[config.mk]
export PLATFORM = sky130hd
export DESIGN_NAME = nt_frame_ctrl
export DESIGN_NICKNAME = d
export VERILOG_FILES = /design/src/rtl/nt_frame_ctrl.sv
export SDC_FILE = /design/constraint.sdc
export NUM_CORES = 1
export LEC_CHECK = 0
export CAP_MARGIN = 20
export CORE_AREA = 10 10 47 49
export CTS_BUF_LIST = sky130_fd_sc_hd__clkbuf_2
export DETAILED_ROUTE_END_ITERATION = 16
export DIE_AREA = 0 0 57 59
export PLACE_DENSITY = 0.67
export SLEW_MARGIN = 20
export SYNTH_ARGS = -nofsm -noshare
export SYNTH_HDL_FRONTEND = slang
export SYNTH_SLANG_ARGS = --single-unit
export TNS_END_PERCENT = 20
[constraint.sdc]
create_clock -name clk -period 1.31 [get_ports clk]
set_input_delay 0.1965 -clock clk [delete_from_list [all_inputs] [get_ports clk]]
set_output_delay 0.1965 -clock clk [all_outputs]
set_load 0.02 [all_outputs]
[src/rtl/nt_frame_ctrl.sv]
// ---------------------------------------------------------------------------
// nt_frame_ctrl
//   Upstream control stage for the serial counter/shifter (nt_counter).
//   Waits for a start bit (serin low) while idle, shifts in an HDR_W-bit
//   length header MSB first, strobes ldcnt3 with the header on len, then
//   holds cnten3 until the counter reports co3. Signals done at frame end
//   and re-arms.
//
// Parameters:
//   HDR_W   - header / len width, equal to the downstream counter width
//   MAX_CYC - DATA-state cycle limit before timeout (TIMEOUT_EN only)
//
// Optional feature macro: TIMEOUT_EN
//   Defined     : watchdog aborts DATA after MAX_CYC cycles without co3,
//                 pulsing err through an ERR state.
//   Not defined : no watchdog, err tied low, DATA waits for co3 forever.
//
// Ports:
//   clk    in   system clock, rising edge
//   rst    in   asynchronous reset, active high
//   serin  in   serial line (idle high, start bit = 0)
//   co3    in   carry-out from the downstream counter
//   ldcnt3 out  one-cycle counter load strobe
//   cnten3 out  counter count enable
//   len    out  header value for the counter, held until next load
//   busy   out  high whenever not idle
//   done   out  one-cycle frame-complete pulse
//   err    out  one-cycle timeout pulse
//
// All outputs decode from registers only; no input-to-output path.
// ---------------------------------------------------------------------------
module nt_frame_ctrl #(
  parameter int unsigned HDR_W   = 3,
  parameter int unsigned MAX_CYC = 16
) (
  input  logic             clk,
  input  logic             rst,
  input  logic             serin,
  input  logic             co3,
  output logic             ldcnt3,
  output logic             cnten3,
  output logic [HDR_W-1:0] len,
  output logic             busy,
  output logic             done,
  output logic             err
);

  if ((HDR_W < 1) || (MAX_CYC < 1)) begin : g_bad_param
    $error("nt_frame_ctrl: HDR_W and MAX_CYC must be at least 1");
  end

  localparam int unsigned CW = (HDR_W > 1) ? $clog2(HDR_W) : 1;
  localparam logic [CW-1:0] LAST_BIT = CW'(HDR_W - 1);

  typedef enum logic [2:0] {
    S_IDLE = 3'd0,
    S_HDR  = 3'd1,
    S_LOAD = 3'd2,
    S_DATA = 3'd3,
    S_DONE = 3'd4
`ifdef TIMEOUT_EN
    ,
    S_ERR  = 3'd5
`endif
  } state_t;

  state_t           state_q, state_d;
  logic [HDR_W-1:0] hdr_q, hdr_d;
  logic [HDR_W-1:0] len_q, len_d;
  logic [CW-1:0]    cnt_q, cnt_d;

`ifdef TIMEOUT_EN
  localparam int unsigned WD_W = $clog2(MAX_CYC) + 1;
  logic [WD_W-1:0] wd_q, wd_d;
`endif

  always_ff @(posedge clk or posedge rst) begin
    if (rst) begin
      state_q <= S_IDLE;
      hdr_q   <= '0;
      len_q   <= '0;
      cnt_q   <= '0;
`ifdef TIMEOUT_EN
      wd_q    <= '0;
`endif
    end else begin
      state_q <= state_d;
      hdr_q   <= hdr_d;
      len_q   <= len_d;
      cnt_q   <= cnt_d;
`ifdef TIMEOUT_EN
      wd_q    <= wd_d;
`endif
    end
  end

  always_comb begin
    state_d = state_q;
    hdr_d   = hdr_q;
    len_d   = len_q;
    cnt_d   = cnt_q;
`ifdef TIMEOUT_EN
    wd_d    = wd_q;
`endif
    case (state_q)
      S_IDLE: begin
        cnt_d = '0;
        if (!serin) state_d = S_HDR;
      end
      S_HDR: begin
        // Truncating cast drops the oldest bit; also valid for HDR_W == 1.
        hdr_d = HDR_W'({hdr_q, serin});
        if (cnt_q == LAST_BIT) begin
          // len is captured on the way into LOAD so it is valid with ldcnt3.
          len_d   = hdr_d;
          cnt_d   = '0;
          state_d = S_LOAD;
        end else begin
          cnt_d = cnt_q + CW'(1);
        end
      end
      S_LOAD: begin
`ifdef TIMEOUT_EN
        wd_d = '0;
`endif
        state_d = S_DATA;
      end
      S_DATA: begin
`ifdef TIMEOUT_EN
        wd_d = wd_q + WD_W'(1);
        // co3 takes priority over a coincident limit hit.
        if (co3)                         state_d = S_DONE;
        else if (wd_d == WD_W'(MAX_CYC)) state_d = S_ERR;
`else
        if (co3) state_d = S_DONE;
`endif
      end
      S_DONE:  state_d = S_IDLE;
`ifdef TIMEOUT_EN
      S_ERR:   state_d = S_IDLE;
`endif
      default: state_d = S_IDLE;
    endcase
  end

  always_comb begin
    ldcnt3 = (state_q == S_LOAD);
    cnten3 = (state_q == S_DATA);
    busy   = (state_q != S_IDLE);
    done   = (state_q == S_DONE);
`ifdef TIMEOUT_EN
    err    = (state_q == S_ERR);
`else
    err    = 1'b0;
`endif
    len    = len_q;
  end

endmodule
; ---- Word level (Yosys, flattened, before mapping)
; Cells that the tools add are included.
[classes]
add_sub_neg = 1
eq_ne = 8
n_mux = 6
reduce_logical = 5
[op_table]
columns = operator, count
row1 = $pmux 3 s4, 1
row2 = $mux 3, 3
row3 = $eq 3x2->1 const B, 2
row4 = $ne 2x2->1 const B, 3
row5 = $pmux 2 s2, 1
row6 = $eq 3x1->1 const B, 1
row7 = $eq 3x3->1 const B, 1
row8 = $logic_not 3->1, 1
row9 = $reduce_and 3->1, 1
row10 = $reduce_bool 3->1, 1
row11 = $add 2x1->2 const B, 1
row12 = $eq 2x2->1 const B, 1
row13 = $mux 2, 1
row14 = $reduce_and 2->1, 1
row15 = $reduce_bool 2->1, 1
[totals]
regBits = 10
in_bits = 4
out_inout_bits = 8
elab_cells = 24

; ---- Logic depth before layout (Yosys ltp)
[logic_depth]
ltp_word = 3
depth_mapped = 4
mapped_depth_nobuf = 3

; ---- Worst setup path before layout
; OpenSTA, ideal clock, no wires.
[synth_timing]
kind = reg-to-output
startpoint = reg state_q[0]
endpoint = out done
arrival_time_ns = 1.075
required_ns = 1.113
setup_slack_ns = 0.039
stages_incl_launch_ff = 3
path_buffers = 1
path_cell_list = dfrtp_1 > buf_4 > nor3b_1
[synth_between]
elab_chain_len = 1
[synth_lines]
columns = item, line_no
row1 = start: declaration, 67  ; state_t state_q, state_d;
row2 = start signal: assignment, 87  ; state_q <= state_d;
row3 = $eq 3x3->1, 150  ; done = (state_q == S_DONE);
row4 = end: declaration, 44  ; output logic done,
; No other way between the ends.

; ---- Worst setup path after layout
[layout_timing]
startpoint = reg state_q[1]
endpoint = reg len_q[1] (netlist: len[1])
[layout_between]
elab_chain_len = 2
[layout_lines]
columns = item, line_no
row1 = $eq 3x1->1, 105  ; case (state_q)
row2 = $reduce_and 2->1 (no source line), n/a
row3 = end signal: assignment, 89  ; len_q <= len_d;
row4 = end: declaration, 69  ; logic [HDR_W-1:0] len_q, len_d;
; No other way between the ends.
; A chain may end at the register's enable or synchronous reset.

==> metrics.csv <==
metric;value;unit
dr.pass1.iters;3;
grt_usage;6.66;%
cts_root_buf;clkbuf_2;
dieArea;3360;um^2
cts_inserted_buffers;3;
ys_async_sr_fraction;100;%
drt_iter0_markers;4;
critPathMaxFanout;4;
dr_total_vias;365;
finClkSkew;0.00500;ns
switching_power;0.655;mW
nets;66;
p_per_area;2390;nW/um^2
clk_latency;0.25;ns
syn_to_final_growth;41.8;%
synth_cells;40;
end_kind;flip-flop;
cts.clk_slew.worst_paths;0.11;ns
grt_max_degree;11;
rsz0062_at_grt;yes;
p_leak;0.361;nW
finalCriticalPeriod;1.47;ns
routedWlPerCell;14.7;um
antenna_found_initial;0;
die_w;57;um
p_sw_share;37.3;%
num_antenna_cells;0;
die_h;59;um
gr-total-overflow;0;
setup_viol;8;
place_ws;-0.263;ns
hpwl;835;um
drive_above_1_share;49.2;%
htree_num_levels;1;
drcViolationCount;0;
min_path_type;in -> async;
hold_ws;0.212;ns
r2r-start;state_q[1];
synth_edf_count;0;
num_rows;14;
synth_cell_types;23;
routed_via_density;4.74;
hold_violations;0;
cts_sinks;10;
crit_path_start;state_q[1];
layout_commonest_cell;dfrtp_1;
fin_total_pwr;1.76;mW
core-area;1400;um^2
port-buffer-count;10;
grt_pass1_vias;388;
gp_congestion;0.776;
violations;setup timing;
seq_area_frac_synth;48.3;%
power.internal;1.10;mW
period_share;112;%
power_frac_seq;31.6;%
synth_area_leaders;dfrtp_1 (48%), mux2_4 (8.7%), mux2_2 (4.3%), nand3b_4 (3.9%), nor2_8 (3.9%);
grt_pass1_wl;1770;um
cp.required;1.45;ns
crit_type;reg -> reg;
status;finished with violations;
p_clk_share;10.2;%
nFillCells;135;
clk_path_buf_depth;2;
ios;12;
detail-route-antenna-nets;0;
most-common-layout-cells;dfrtp_1 (10), buf_6 (8), buf_4 (5);
maxCapViolCount;0;
setup-tns-final;-0.743;ns
cp-start-kind;flip-flop;
syn_area;518;um^2
synth_top_area_share;48.3;%
ys.flop_type;dfrtp_1;
combPwrFrac;58.2;%
start_util;37.0;%
setup_ws;-0.155;ns
ys_warn_count;0;
synth_fp_nets;44;
synth_area_per_cell;12.9;um^2
synth_area_leader_cell;dfrtp_1;
ys_seq_elements;10;
final_max_slew_viol_count;0;
cp.arrival;1.61;ns
ir_drop;920;uV
drt-total-wl;1140;um
tritoncts;yes;
fmax;0.683;GHz
-- cell type report --
type | instances | area [um^2] | share of cell area [%]
Multi-Input combinational cell | 26 | 253 | 34.4
Inverter | 1 | 3.75 | 0.511
Sequential cell | 10 | 250 | 34.1
Clock inverter | 1 | 3.75 | 0.511
Tap cell | 16 | 20.0 | 2.73
Timing Repair Buffer | 20 | 189 | 25.7
Clock buffer | 3 | 15.0 | 2.04
-- kinds of logic (layout without fill, tap and decap cells) --
family	after synthesis	in the layout	synth area share, %
other cells	1	1	0.724
mux	5	5	13.0
compound gates	5	5	6.76
buf+inv	4	25	4.59
flops	10	10	48.3
simple gates	15	15	26.6
-- layer usage --
layer / vias up / global-route usage [%] / routed length [um]
li1: 182 / - / -
met1: 175 / 8.71 / 542
met2: 6 / 9.77 / 564
met3: 2 / 0.644 / 11
met4: 0 / 5.03 / 17
met5: - / 0 / 0
-- flip-flops by register name, indices dropped and copies added, names as in the netlist --
signal	count
state_q	3
hdr_q	2
cnt_q	2
len	3
-- critical path: stages (launching register included) --
cell and delay (ns):
dfrtp_1 0.40, buf_6 0.13, buf_6 0.11, or2_4 0.27, nor2_8 0.14, mux2_4 0.31
-- final timing paths --
| path | endpoint | slack, ns | cells after the start |
|---|---|---|---|
| worst max register to register | len[1] | -0.16 | 5 |
| worst max-delay path | len[1] | -0.16 | 5 |
| worst min-delay path | hdr_q[1] | 0.21 | 2 |
| worst min register to register | len[0] | 0.52 | 1 |
| min in group clk | len[0] | 0.52 | 1 |
| max in group asynchronous | len[1] | 0.81 | 2 |
-- power by group through the flow --
stage,clock (mW),sequential [mW],combinational (mW)
global placement,0,0.553,0.910
global route,0.207,0.577,1.10
CTS,0.186,0.556,0.909
finish,0.180,0.554,1.02
detailed placement,0,0.571,0.924
floorplan,0,0.602,0.541
-- synth_stat cells, types with 2 or more instances --
| master | number |
|---|---|
| dfrtp_1 | 10 |
| nor3b_1 | 2 |
| a311oi_1 | 2 |
| buf_4 | 2 |
| mux2_2 | 2 |
| mux2_4 | 3 |
| nand2b_1 | 2 |
| nand2_1 | 2 |
-- through the flow --
step	instance area [um^2]	utilization [%]	std cells
after detailed placement	663	47.3	69
after global routing	734	52.4	77
after global placement	663	47.3	69
after CTS	681	48.6	74
final	734	52.4	77
after floorplan	518	-	40
-- timing repair --
item | in CTS | in global routing
pin swaps | 2 | 4
endpoints found under the setup margin | 12 | 12
hold endpoints to repair | 0 | 0
hold buffers | 0 | 0
resized for setup | 26 | 9
gates cloned | 0 | 0
buffers inserted | 1 | 3
No activity file was read; power rests on OpenSTA's default activity.
